**config.mk**
```make
export PLATFORM = sky130hd
export DESIGN_NAME = data_axi_bridge_flat
export DESIGN_NICKNAME = d
export VERILOG_FILES = /design/src/rtl/data_axi_bridge_if.sv /design/src/rtl/data_axi_bridge.sv /design/src/flat_wrapper.sv
export SDC_FILE = /design/constraint.sdc
export NUM_CORES = 1
export LEC_CHECK = 0
export BUFFER_PORTS_ARGS = -buffer_cell sky130_fd_sc_hd__buf_2
export CORE_UTILIZATION = 48
export DETAILED_ROUTE_END_ITERATION = 16
export PLACE_DENSITY = 0.93
export SLEW_MARGIN = 20
export SYNTH_ARGS = -nofsm -noshare
export SYNTH_HDL_FRONTEND = slang
export SYNTH_SLANG_ARGS = --single-unit
```
**constraint.sdc**
```tcl
create_clock -name clk -period 4.8 [get_ports clk]
set_clock_uncertainty 0.2 [all_clocks]
set_input_delay 0.24 -clock clk [delete_from_list [all_inputs] [get_ports clk]]
set_output_delay 0.24 -clock clk [all_outputs]
set_load 0.02 [all_outputs]
```
**src/rtl/data_axi_bridge_if.sv**
```systemverilog
// AXI4-Lite bus between the data-side bridge and the interconnect.
// Used unchanged with or without DBRIDGE_POSTED_WRITE_EN.
interface data_axi_bridge_if #(
    parameter int ADDR_W = 32,
    parameter int DATA_W = 32
);
    logic [ADDR_W-1:0]   awaddr;
    logic                awvalid;
    logic                awready;
    logic [DATA_W-1:0]   wdata;
    logic [DATA_W/8-1:0] wstrb;
    logic                wvalid;
    logic                wready;
    logic [1:0]          bresp;
    logic                bvalid;
    logic                bready;
    logic [ADDR_W-1:0]   araddr;
    logic                arvalid;
    logic                arready;
    logic [DATA_W-1:0]   rdata;
    logic [1:0]          rresp;
    logic                rvalid;
    logic                rready;

    modport master (
        output awaddr, awvalid, wdata, wstrb, wvalid, bready,
        output araddr, arvalid, rready,
        input  awready, wready, bresp, bvalid,
        input  arready, rdata, rresp, rvalid
    );

    modport slave (
        input  awaddr, awvalid, wdata, wstrb, wvalid, bready,
        input  araddr, arvalid, rready,
        output awready, wready, bresp, bvalid,
        output arready, rdata, rresp, rvalid
    );
endinterface

```
**src/rtl/data_axi_bridge.sv**
```systemverilog
// Core data SRAM port to single-beat AXI4-Lite bridge, one access in flight.
// DBRIDGE_POSTED_WRITE_EN: release the core before B, hold next capture until B.
module data_axi_bridge #(
    parameter int ADDR_W = 32,
    parameter int DATA_W = 32
) (
    input  logic              clk,
    input  logic              resetn,
    input  logic              req_en,
    input  logic [3:0]        req_wen,
    input  logic [ADDR_W-1:0] req_addr,
    input  logic [DATA_W-1:0] req_wdata,
    output logic [DATA_W-1:0] req_rdata,
    output logic              req_stall,
    output logic              bus_err,
    data_axi_bridge_if.master axi
);

    typedef enum logic [2:0] {
        IDLE,
        RD_ADDR,
        RD_DATA,
        WR_REQ,
        WR_RESP,
        DONE
    } state_t;

    localparam logic [1:0] OKAY = 2'b00;
    localparam logic [ADDR_W-1:0] WORD_MASK = ~ADDR_W'(3);

    state_t            state_q, state_d;
    logic [ADDR_W-1:0] addr_q, addr_d;
    logic [DATA_W-1:0] wdata_q, wdata_d;
    logic [DATA_W-1:0] rdata_q, rdata_d;
    logic [3:0]        strb_q, strb_d;
    logic              err_q, err_d;
    logic              arvalid_q, arvalid_d;
    logic              rready_q, rready_d;
    logic              awvalid_q, awvalid_d;
    logic              wvalid_q, wvalid_d;
    logic              bready_q, bready_d;
    logic              aw_done_q, aw_done_d;
    logic              w_done_q, w_done_d;
    logic              can_cap;
    logic              ar_hs, r_hs, aw_hs, w_hs, b_hs;

    assign ar_hs = arvalid_q & axi.arready;
    assign r_hs  = rready_q  & axi.rvalid;
    assign aw_hs = awvalid_q & axi.awready;
    assign w_hs  = wvalid_q  & axi.wready;
    assign b_hs  = bready_q  & axi.bvalid;

`ifdef DBRIDGE_POSTED_WRITE_EN
    logic b_pend_q, b_pend_d;
    assign can_cap = ~b_pend_q;
`else
    assign can_cap = 1'b1;
`endif

    always_ff @(posedge clk or negedge resetn) begin
        if (!resetn) begin
            state_q   <= IDLE;
            addr_q    <= '0;
            wdata_q   <= '0;
            rdata_q   <= '0;
            strb_q    <= '0;
            err_q     <= 1'b0;
            arvalid_q <= 1'b0;
            rready_q  <= 1'b0;
            awvalid_q <= 1'b0;
            wvalid_q  <= 1'b0;
            bready_q  <= 1'b0;
            aw_done_q <= 1'b0;
            w_done_q  <= 1'b0;
        end else begin
            state_q   <= state_d;
            addr_q    <= addr_d;
            wdata_q   <= wdata_d;
            rdata_q   <= rdata_d;
            strb_q    <= strb_d;
            err_q     <= err_d;
            arvalid_q <= arvalid_d;
            rready_q  <= rready_d;
            awvalid_q <= awvalid_d;
            wvalid_q  <= wvalid_d;
            bready_q  <= bready_d;
            aw_done_q <= aw_done_d;
            w_done_q  <= w_done_d;
        end
    end

`ifdef DBRIDGE_POSTED_WRITE_EN
    always_ff @(posedge clk or negedge resetn) begin
        if (!resetn) b_pend_q <= 1'b0;
        else         b_pend_q <= b_pend_d;
    end
`endif

    always_comb begin
        state_d   = state_q;
        addr_d    = addr_q;
        wdata_d   = wdata_q;
        rdata_d   = rdata_q;
        strb_d    = strb_q;
        err_d     = err_q;
        arvalid_d = arvalid_q;
        rready_d  = rready_q;
        awvalid_d = awvalid_q;
        wvalid_d  = wvalid_q;
        bready_d  = bready_q;
        aw_done_d = aw_done_q;
        w_done_d  = w_done_q;
`ifdef DBRIDGE_POSTED_WRITE_EN
        b_pend_d  = b_pend_q;
`endif
        unique case (state_q)
            IDLE: begin
                if (req_en && can_cap) begin
                    addr_d  = req_addr & WORD_MASK;
                    wdata_d = req_wdata;
                    strb_d  = req_wen;
                    if (req_wen == 4'b0000) begin
                        state_d   = RD_ADDR;
                        arvalid_d = 1'b1;
                    end else begin
                        state_d   = WR_REQ;
                        awvalid_d = 1'b1;
                        wvalid_d  = 1'b1;
                        aw_done_d = 1'b0;
                        w_done_d  = 1'b0;
                    end
                end
            end
            RD_ADDR: begin
                if (ar_hs) begin
                    arvalid_d = 1'b0;
                    rready_d  = 1'b1;
                    state_d   = RD_DATA;
                end
            end
            RD_DATA: begin
                if (r_hs) begin
                    rready_d = 1'b0;
                    rdata_d  = axi.rdata;
                    err_d    = err_q | (axi.rresp != OKAY);
                    state_d  = DONE;
                end
            end
            WR_REQ: begin
                if (aw_hs) begin
                    awvalid_d = 1'b0;
                    aw_done_d = 1'b1;
                end
                if (w_hs) begin
                    wvalid_d = 1'b0;
                    w_done_d = 1'b1;
                end
                if ((aw_done_q | aw_hs) & (w_done_q | w_hs)) begin
                    bready_d = 1'b1;
`ifdef DBRIDGE_POSTED_WRITE_EN
                    b_pend_d = 1'b1;
                    state_d  = DONE;
`else
                    state_d  = WR_RESP;
`endif
                end
            end
            WR_RESP: begin
                if (b_hs) begin
                    bready_d = 1'b0;
                    err_d    = err_q | (axi.bresp != OKAY);
                    state_d  = DONE;
                end
            end
            DONE: state_d = IDLE;
            default: state_d = IDLE;
        endcase
`ifdef DBRIDGE_POSTED_WRITE_EN
        // The outstanding B retires here regardless of the current state.
        if (b_pend_q && b_hs) begin
            b_pend_d = 1'b0;
            bready_d = 1'b0;
            err_d    = err_q | (axi.bresp != OKAY);
        end
`endif
    end

    assign req_stall = resetn &
        (((state_q == IDLE) & req_en) |
         ((state_q != IDLE) & (state_q != DONE)));

    assign req_rdata   = rdata_q;
    assign bus_err     = err_q;
    assign axi.araddr  = addr_q;
    assign axi.arvalid = arvalid_q;
    assign axi.rready  = rready_q;
    assign axi.awaddr  = addr_q;
    assign axi.awvalid = awvalid_q;
    assign axi.wdata   = wdata_q;
    assign axi.wstrb   = strb_q;
    assign axi.wvalid  = wvalid_q;
    assign axi.bready  = bready_q;

endmodule

```
**src/flat_wrapper.sv**
```systemverilog
// flat-port wrapper written by rule: the top's interface ports become plain ports
module data_axi_bridge_flat 
#(
    parameter int ADDR_W = 32,
    parameter int DATA_W = 32
)
  (clk, resetn, req_en, req_wen, req_addr, req_wdata, req_rdata, req_stall, bus_err, axi_awaddr, axi_awvalid, axi_wdata, axi_wstrb, axi_wvalid, axi_bready, axi_araddr, axi_arvalid, axi_rready, axi_awready, axi_wready, axi_bresp, axi_bvalid, axi_arready, axi_rdata, axi_rresp, axi_rvalid);
  data_axi_bridge_if #(.ADDR_W(ADDR_W), .DATA_W(DATA_W)) axi_i ();
  input  logic clk;
  input  logic resetn;
  input  logic req_en;
  input  logic [3:0] req_wen;
  input  logic [ADDR_W-1:0] req_addr;
  input  logic [DATA_W-1:0] req_wdata;
  output logic [DATA_W-1:0] req_rdata;
  output logic req_stall;
  output logic bus_err;
  output wire logic [$bits(axi_i.awaddr)-1:0] axi_awaddr;
  output wire logic [$bits(axi_i.awvalid)-1:0] axi_awvalid;
  output wire logic [$bits(axi_i.wdata)-1:0] axi_wdata;
  output wire logic [$bits(axi_i.wstrb)-1:0] axi_wstrb;
  output wire logic [$bits(axi_i.wvalid)-1:0] axi_wvalid;
  output wire logic [$bits(axi_i.bready)-1:0] axi_bready;
  output wire logic [$bits(axi_i.araddr)-1:0] axi_araddr;
  output wire logic [$bits(axi_i.arvalid)-1:0] axi_arvalid;
  output wire logic [$bits(axi_i.rready)-1:0] axi_rready;
  input wire logic [$bits(axi_i.awready)-1:0] axi_awready;
  input wire logic [$bits(axi_i.wready)-1:0] axi_wready;
  input wire logic [$bits(axi_i.bresp)-1:0] axi_bresp;
  input wire logic [$bits(axi_i.bvalid)-1:0] axi_bvalid;
  input wire logic [$bits(axi_i.arready)-1:0] axi_arready;
  input wire logic [$bits(axi_i.rdata)-1:0] axi_rdata;
  input wire logic [$bits(axi_i.rresp)-1:0] axi_rresp;
  input wire logic [$bits(axi_i.rvalid)-1:0] axi_rvalid;
  assign axi_awaddr = axi_i.awaddr;
  assign axi_awvalid = axi_i.awvalid;
  assign axi_wdata = axi_i.wdata;
  assign axi_wstrb = axi_i.wstrb;
  assign axi_wvalid = axi_i.wvalid;
  assign axi_bready = axi_i.bready;
  assign axi_araddr = axi_i.araddr;
  assign axi_arvalid = axi_i.arvalid;
  assign axi_rready = axi_i.rready;
  assign axi_i.awready = axi_awready;
  assign axi_i.wready = axi_wready;
  assign axi_i.bresp = axi_bresp;
  assign axi_i.bvalid = axi_bvalid;
  assign axi_i.arready = axi_arready;
  assign axi_i.rdata = axi_rdata;
  assign axi_i.rresp = axi_rresp;
  assign axi_i.rvalid = axi_rvalid;
  data_axi_bridge #(.ADDR_W(ADDR_W), .DATA_W(DATA_W)) u_core (.clk(clk), .resetn(resetn), .req_en(req_en), .req_wen(req_wen), .req_addr(req_addr), .req_wdata(req_wdata), .req_rdata(req_rdata), .req_stall(req_stall), .bus_err(bus_err), .axi(axi_i));
endmodule
```
Word-level counts from Yosys, hierarchy flattened --
Cells that the tools add are included.
Storage, ports and cells: flip-flop bits (word level) 109, bits of input ports 112, output and inout bits 139, logic and storage cells 92
Operators by class: eq/ne operators 14, multiplexer cells 32, bitwise gates (word level) 14, reduce and logical (&&, ||, !) cells 19
Operator list (count):
- 2-to-1 mux 1 bit | 17
- one-hot mux 1 bit (2 select lines) | 8
- 2-to-1 mux 3 bit | 5
- one-hot mux 3 bit (5 select lines) | 1
- inequality test 2 x 1 -> 1 bit (second input constant) | 7
- nonzero test 2 bit | 7
- AND reduction 4 bit | 3
- bitwise AND 1 bit | 9
- AND reduction 3 bit | 3
- equality test 3 x 2 -> 1 bit (second input constant) | 2
- bitwise OR 1 bit | 5
- AND reduction 5 bit | 1
- logical NOT 4 bit | 1
- inequality test 2 bit (second input constant) | 2
- AND reduction 2 bit | 2
- equality test 3 x 1 -> 1 bit (second input constant) | 1
- equality test 3 bit (second input constant) | 1
- logical NOT 3 bit | 1
- inequality test 3 bit (second input constant) | 1
- nonzero test 3 bit | 1
- 2-to-1 mux 2 bit | 1

Logic depth before layout (Yosys ltp) --
Gate-level depths: netlist of run 1.
depth in word-level cells 5, depth in mapped cells 6, mapped depth without buffers 4

Worst setup path before layout of run 1 --
Ideal clock, no wire load.
path kind flip-flop to flip-flop, from register u_core.state_q[2], to register u_core.rdata_q[13], in the netlist u_core.req_rdata[13], library setup time 0.125 ns, arrival time 1.407 ns, required time 4.475 ns, path slack 3.068 ns, stages on the path, launching flop included 6, path buffers 2, clock period less this slack 1.732 ns, cell sequence dfrtp_1 > buf_6 > nand2b_4 > nor3_4 > buf_6 > mux2_2
On the way: longest elaborated chain between the ends 2
RTL lines:
- start: declaration | line data_axi_bridge.sv:31 | state_t state_q, state_d;
- start signal: assignment | line data_axi_bridge.sv:76 | state_q <= state_d;
- equality test 3 x 2 -> 1 bit | line data_axi_bridge.sv:116 | unique case (state_q)
- AND reduction 2 bit (no line)
- end signal: assignment | line data_axi_bridge.sv:79 | rdata_q <= rdata_d;
- end: declaration | line data_axi_bridge.sv:34 | logic [DATA_W-1:0] rdata_q, rdata_d;
No other way between the ends. A chain may end at the register's enable or synchronous reset.

Worst setup path in the final report of run 1 --
from register u_core.state_q[0], to register u_core.addr_q[31], in the netlist u_core.axi.araddr[31]
On the way: longest elaborated chain between the ends 2
RTL lines:
- logical NOT 3 bit | line data_axi_bridge.sv:116
- AND reduction 2 bit (no line)
- end signal: assignment | line data_axi_bridge.sv:77 | addr_q <= addr_d;
- end: declaration | line data_axi_bridge.sv:32 | logic [ADDR_W-1:0] addr_q, addr_d;
No other way between the ends.

==> results.py, run 1 <==
metrics = {
    "finish": {
        "multi_input_area_um2": 1480,
        "fin_nets": 739,
        "final_util_pct": 74.3,
        "syn_to_final_growth_pct": 50.0,
        "fillers": 571,
        "design_area_um2": 6870,
        "drive_gt1_share_pct": 57.6,
        "seqCellArea_um2": 2730,
    },
    "placement": {
        "portBuffers": 244,
        "place.gp.congestion": 0.797,
        "preCtsSetupSlack_ns": 2.03,
        "placed_area_um2": 5630,
        "dp_hpwl_um": 7570,
    },
    "route": {
        "drc": 0,
        "ant_nets": 0,
        "routed_via_density": 4.76,
        "wl_per_cell_um": 16.2,
        "vias": 3633,
        "drt_iter0_markers": 72,
        "drt-pass1-iter-count": 4,
        "drt-total-wl_um": 12400,
    },
    "critical_path": {
        "critPathSlowestCell": "nor3_4",
        "path_cells": "nand2b_4 -> nor3_4 -> buf_12 -> mux2_2",
        "endpoint_kind": "register",
        "worstPathArrival_ns": 2.84,
        "r2r_start": "u_core.state_q[0]",
        "critPathRequiredTime_ns": 4.84,
        "crit_type": "register to register",
        "max_stage_delay_ns": 0.82,
        "cp_max_fo": 47,
        "r2r_cells": 4,
        "worstSetupStartpointType": "register",
        "timing.rr.end": "u_core.axi.araddr[31]",
        "rrSetupSlack_ns": 2.00,
    },
    "run_status": {
        "outcome": "finished, final reports clean",
    },
    "yosys": {
        "synth_edf_count": 0,
        "synth_seq_cells": 109,
        "ys_seq_area_share_pct": 59.6,
        "ys_warn_count": 0,
        "syn_avg_cell_area_um2": 14.6,
        "netlist_instances": 313,
        "synth_cell_types": 29,
        "synthArstFlopShare_pct": 100,
        "synth_top_flop_cell": "dfrtp_1",
        "syn_area_um2": 4580,
    },
    "floorplanning": {
        "die_area_um2": 9930,
        "start_util_pct": 49.5,
        "rows": 35,
        "die_w_um": 99.7,
        "io_pins": 251,
        "core_area_um2": 9240,
        "fp.dieH_um": 99.7,
    },
    "timing": {
        "hold_viol": 0,
        "max-slew-margin-rel_pct": 27.6,
        "rsz0062_at_grt": "false",
        "fin_tns_setup_ns": 0,
        "period_share_pct": 58.4,
        "tightest_slew_ns": 1.08,
        "setup_viol": 0,
        "maxSlewViolCount": 0,
        "fmax_mhz": 357,
        "setup_slack_ns": 2.00,
        "finalCriticalPeriod_ns": 2.80,
    },
    "global_route": {
        "gr-usage-all-layers_pct": 24.7,
        "grt_max_degree": 61,
        "antenna_found_initial": 1,
        "grt_pass1_wl_um": 18800,
        "grt_pass1_vias": 3856,
        "overflow": 0,
    },
    "cts": {
        "path_clk_slew_ns": 0.10,
        "h-tree-depth": 3,
        "numClockSinks": 109,
        "cts_resized": 0,
        "cts_buffer_depth": 2,
        "post_cts_buffers": 0,
        "cts-root-buf": "clkbuf_8",
        "cts_made_buffers": 9,
        "cts_tree": "yes",
        "clk_latency_ns": 0.35,
    },
    "flow_run": {
        "drv_cap": 0,
    },
    "worst_hold_path": {
        "hold_class": "input port to register",
        "hold_depth": 4,
        "hold_path_end": "u_core.bus_err",
        "hp-start": "axi_rresp[0]",
    },
    "power_and_ir_drop": {
        "ir_drop_mv": 0.209,
        "p_leak_nw": 3.70,
        "power_density_nw_per_um2": 265,
    },
}
==> layout by cell type (no fill, tap or decap) <==
cell type      count
buf_2            243
dfrtp_1          109
dlygate4sd3_1    102
mux2_2            94
a21oi_1           13
clkbuf_8          10
nor2_1             8
nand3_1            5
o21ai_0            5
mux2_1             4
conb_1             4
nand2b_4           3
inv_6              3
buf_4              3
diode_2            2
nor3_4             2
nand2_1            2
nand3b_1           2
nor4_1             2
a31o_2             2
a21o_1             2
a41oi_1            2
nor3_1             1
o21a_1             1
nor2b_1            1
a211o_1            1
and3_1             1
a22o_1             1
nand2b_1           1
a21boi_0           1
inv_8              1
bufinv_16          1
clkinv_4           1
buf_12             1
==> per-layer routing <==
metal / up-vias / GRT usage [%] / part of all wire, %
met5: - / 0 / 0
met4: 0 / 8.37 / 2.4
met3: 25 / 5.55 / 4.9
met2: 152 / 49.4 / 57
met1: 1769 / 24.9 / 35
li1: 1687 / - / -
==> sequential cells by signal, summed over array words and instances (netlist names), 3 cells and up <==
name / count
u_core.axi.araddr: 30
u_core.axi.wdata: 32
u_core.axi.wstrb: 4
u_core.req_rdata: 32
u_core.state_q: 3
==> per-stage QoR <==
stage,hold slack [ns],cells,total power [mW]
after floorplan,-0.256,316,1.09
after global placement,0.0789,643,1.17
after detailed placement,0.0954,643,1.18
after CTS,0.0569,761,1.83
after global routing,0.0713,762,1.89
final,0.0772,763,1.82
==> cells in the mapped netlist (all sizes together), types with 2 or more instances <==
| cell type | n | area (um^2) |
|---|---|---|
| nor2 | 8 | 30.0 |
| dfrtp | 109 | 2730 |
| nor4 | 2 | 12.5 |
| a21o | 2 | 15.0 |
| a31o | 2 | 17.5 |
| a41oi | 2 | 17.5 |
| o21ai | 5 | 25.0 |
| nand3 | 5 | 25.0 |
| nand2 | 2 | 7.51 |
| mux2 | 98 | 1100 |
| buf | 49 | 388 |
| a21oi | 13 | 65.1 |
| nor3 | 3 | 31.3 |
| nand3b | 2 | 15.0 |
| nand2b | 4 | 47.6 |
==> critical path: cells and delay by family, from the launching register on <==
kind                   cells  cell delay (ns)
flip-flops                 1             0.63
multiplexers               1             0.38
AND/OR/NAND/NOR            2             1.10
buffers and inverters      1             0.34
==> cell type report <==
class                   count  area share, %
clock buffers              10           2.00
well taps                 129           2.35
clock inverters             6           1.11
multi-input cells         158           21.5
repair buffers            349           33.2
flip-flops and latches    109           39.7
diodes                      2         0.0729
==> how the worst max path moves through the flow <==
stage	end	cells past startpoint	from
after floorplan	u_core.req_rdata[13]	5	u_core.state_q[2]
after global placement	u_core.axi.wdata[26]	4	u_core.state_q[0]
after detailed placement	u_core.axi.araddr[31]	4	u_core.state_q[0]
after CTS	u_core.axi.araddr[31]	4	u_core.state_q[0]
after global routing	u_core.axi.araddr[31]	4	u_core.state_q[0]
final	u_core.axi.araddr[31]	4	u_core.state_q[0]
==> report_power, final <==
group,switching [mW],total (mW),internal (mW)
Combinational,0.130,0.267,0.137
Sequential,0.0186,0.965,0.947
Clock,0.317,0.584,0.266
Total,0.466,1.82,1.35
==> cell families after synthesis <==
kind of cell | synth area share, %
flip-flops | 59.6
AO/OA/AOI/OAI | 3.77
multiplexers | 24.1
other | 0.0819
AND/OR/NAND/NOR | 3.96
buffers and inverters | 8.47
==> repair_timing <==
action | in CTS | in global routing
endpoints found under the hold margin | 151 | 0
hold buffers | 102 | 0
setup endpoints to repair | 0 | 0
No activity file was read; power rests on OpenSTA's default activity.
==> inputs of run 2 (changes only) <==
CORE_UTILIZATION = 45   (was 48)
PLACE_DENSITY = 0.89   (was 0.93)
clock period = 2.9 ns   (was 4.8 ns; I/O delays follow)
==> run 2 against run 1 <==
Against the previous run: non-clock buffer count grew 6; setup slack lost 1.3 ns; clock power grew 70%; cell count grew 1.0%; largest power group unchanged; first-iteration DRC count shrank 14%.
==> results.py, run 2 (synthesis gave the netlist of run 1 again) <==
metrics = {
    "power_and_ir_drop": {
        "switching_share_pct": 24.8,
        "p_sw_mw": 0.754,
        "power_density_nw_per_um2": 439,
        "p_leak_nw": 3.71,
        "pwr-share-clk_pct": 32.7,
        "ir_drop_mv": 0.241,
        "power_frac_comb_pct": 14.6,
        "p_int_mw": 2.28,
        "power_frac_seq_pct": 52.7,
    },
    "critical_path": {
        "crit_family": "buffers and inverters",
        "crit_type": "register to register",
        "worstSetupStartpointType": "register",
        "worstPathArrival_ns": 2.24,
        "endpoint_kind": "register",
        "cp_max_fo": 10,
        "critPathRequiredTime_ns": 2.97,
        "path_buf_inv": 2,
        "path_cells": "nor2b_1 -> buf_4 -> o21ai_0 -> dlygate4sd3_1 -> o21ai_0 -> a31o_2",
        "critPathSlowestCell": "dfrtp_1",
        "cp_common_cell": "o21ai_0",
        "max_stage_delay_ns": 0.62,
    },
    "global_route": {
        "antenna_found_initial": 0,
        "grt_pass1_wl_um": 17800,
        "grt_pass1_vias": 3781,
        "grt-busiest-layer": "met2",
        "use_met3_pct": 6.64,
        "grt_max_degree": 47,
        "overflow": 0,
        "grtUsageMet1_pct": 23.4,
        "gr-usage-all-layers_pct": 22.3,
        "met2_usage_pct": 41.3,
    },
    "cts": {
        "post_cts_buffers": 0,
        "cts_tree": "yes",
        "numClockSinks": 109,
        "cts-root-buf": "clkbuf_8",
        "cts_buffer_depth": 2,
        "clk_latency_ns": 0.37,
        "path_clk_slew_ns": 0.10,
        "h-tree-depth": 3,
        "cts_made_buffers": 9,
    },
    "route": {
        "ant_nets": 0,
        "drc": 0,
        "drt-total-wl_um": 12200,
        "routed_via_density": 4.81,
        "vias": 3707,
        "wl_per_cell_um": 15.8,
        "drt_iter0_markers": 62,
        "drt-pass1-iter-count": 4,
    },
    "floorplanning": {
        "fp.dieH_um": 103,
        "io_pins": 251,
        "die_w_um": 103,
        "die_area_um2": 10600,
        "core_area_um2": 9820,
        "start_util_pct": 46.6,
        "rows": 36,
    },
    "timing": {
        "finalCriticalPeriod_ns": 2.17,
        "period_share_pct": 74.9,
        "tightest_slew_ns": 0.688,
        "max-slew-margin-rel_pct": 54.2,
        "setup_viol": 0,
        "fmax_mhz": 460,
        "fin_tns_setup_ns": 0,
        "rsz0062_at_grt": "false",
        "maxSlewViolCount": 0,
        "hold_viol": 0,
        "setup_slack_ns": 0.727,
    },
    "flow_run": {
        "drv_cap": 0,
    },
    "finish": {
        "final_common_cell": "buf_2",
        "syn_to_final_growth_pct": 51.2,
        "antenna_cells": 0,
        "layout_common_cells": "buf_2 (243), dfrtp_1 (109), dlygate4sd3_1 (105), mux2_2 (94), a21oi_1 (13)",
        "drive_gt1_share_pct": 57.4,
        "fin_nets": 745,
    },
    "worst_hold_path": {
        "hold_class": "input port to register",
    },
    "placement": {
        "preCtsSetupSlack_ns": 0.812,
        "portBuffers": 244,
        "dp_hpwl_um": 7580,
        "place.gp.congestion": 0.769,
    },
    "run_status": {
        "outcome": "finished, final reports clean",
    },
}
run 2: cell type report:
type | count | area [um^2]
flip-flops and latches | 109 | 2730
repair buffers | 355 | 2330
well taps | 133 | 166
clock inverters | 6 | 87.6
multi-input cells | 158 | 1480
clock buffers | 10 | 128
fillers | 666 | 2900
run 2: per-stage QoR:
step                      utilization [%]  instance area, um^2  power [mW]  instances  hold slack, ns
after floorplan                         -                 4590        1.80        316          -0.351
after CTS                            70.5                 6920        3.06        771         0.00662
final                                70.5                 6920        3.04        771          0.0191
after global placement               57.6                 5650        1.95        650         -0.0923
after global routing                 70.5                 6920        3.16        771          0.0270
after detailed placement             57.6                 5650        1.96        650         -0.0706
run 2: worst paths after layout:
| kind | from | endpoint | slack [ns] | cells after the start |
|---|---|---|---|---|
| min | req_en | u_core.w_done_q | 0.02 | 4 |
| min in group asynchronous | resetn | u_core.axi.awvalid | 0.05 | 2 |
| max in group asynchronous | resetn | u_core.axi.wdata[18] | 1.55 | 3 |
| min reg2reg | u_core.req_rdata[11] | u_core.req_rdata[11] | 0.29 | 1 |
| max reg2reg | u_core.state_q[2] | u_core.bus_err | 0.73 | 6 |
| max | u_core.state_q[2] | u_core.bus_err | 0.73 | 6 |
run 2: per-layer routing:
metal	share of wire, %	routed length [um]
met4	2.2	271
met1	36	4330
met3	7.5	915
met2	55	6640
met5	0	0
run 2: power groups by stage:
| stage | Clock (mW) | Sequential, mW | Combinational (mW) |
|---|---|---|---|
| after CTS | 1.02 | 1.60 | 0.440 |
| after global routing | 1.07 | 1.61 | 0.478 |
| after global placement | 0 | 1.62 | 0.322 |
| final | 0.993 | 1.60 | 0.444 |
| after detailed placement | 0 | 1.63 | 0.330 |
| after floorplan | 0 | 1.69 | 0.115 |
run 2: what timing repair did:
item,in CTS,in global routing
gates resized for setup,0,0
endpoints found under the hold margin,140,0
hold buffers,105,0
run 2: worst reg2reg max path: stages, from the launching register on:
cell           delay (ns)
dfrtp_1              0.62
nor2b_1              0.12
buf_4                0.19
o21ai_0              0.07
dlygate4sd3_1        0.55
o21ai_0              0.08
a31o_2               0.25
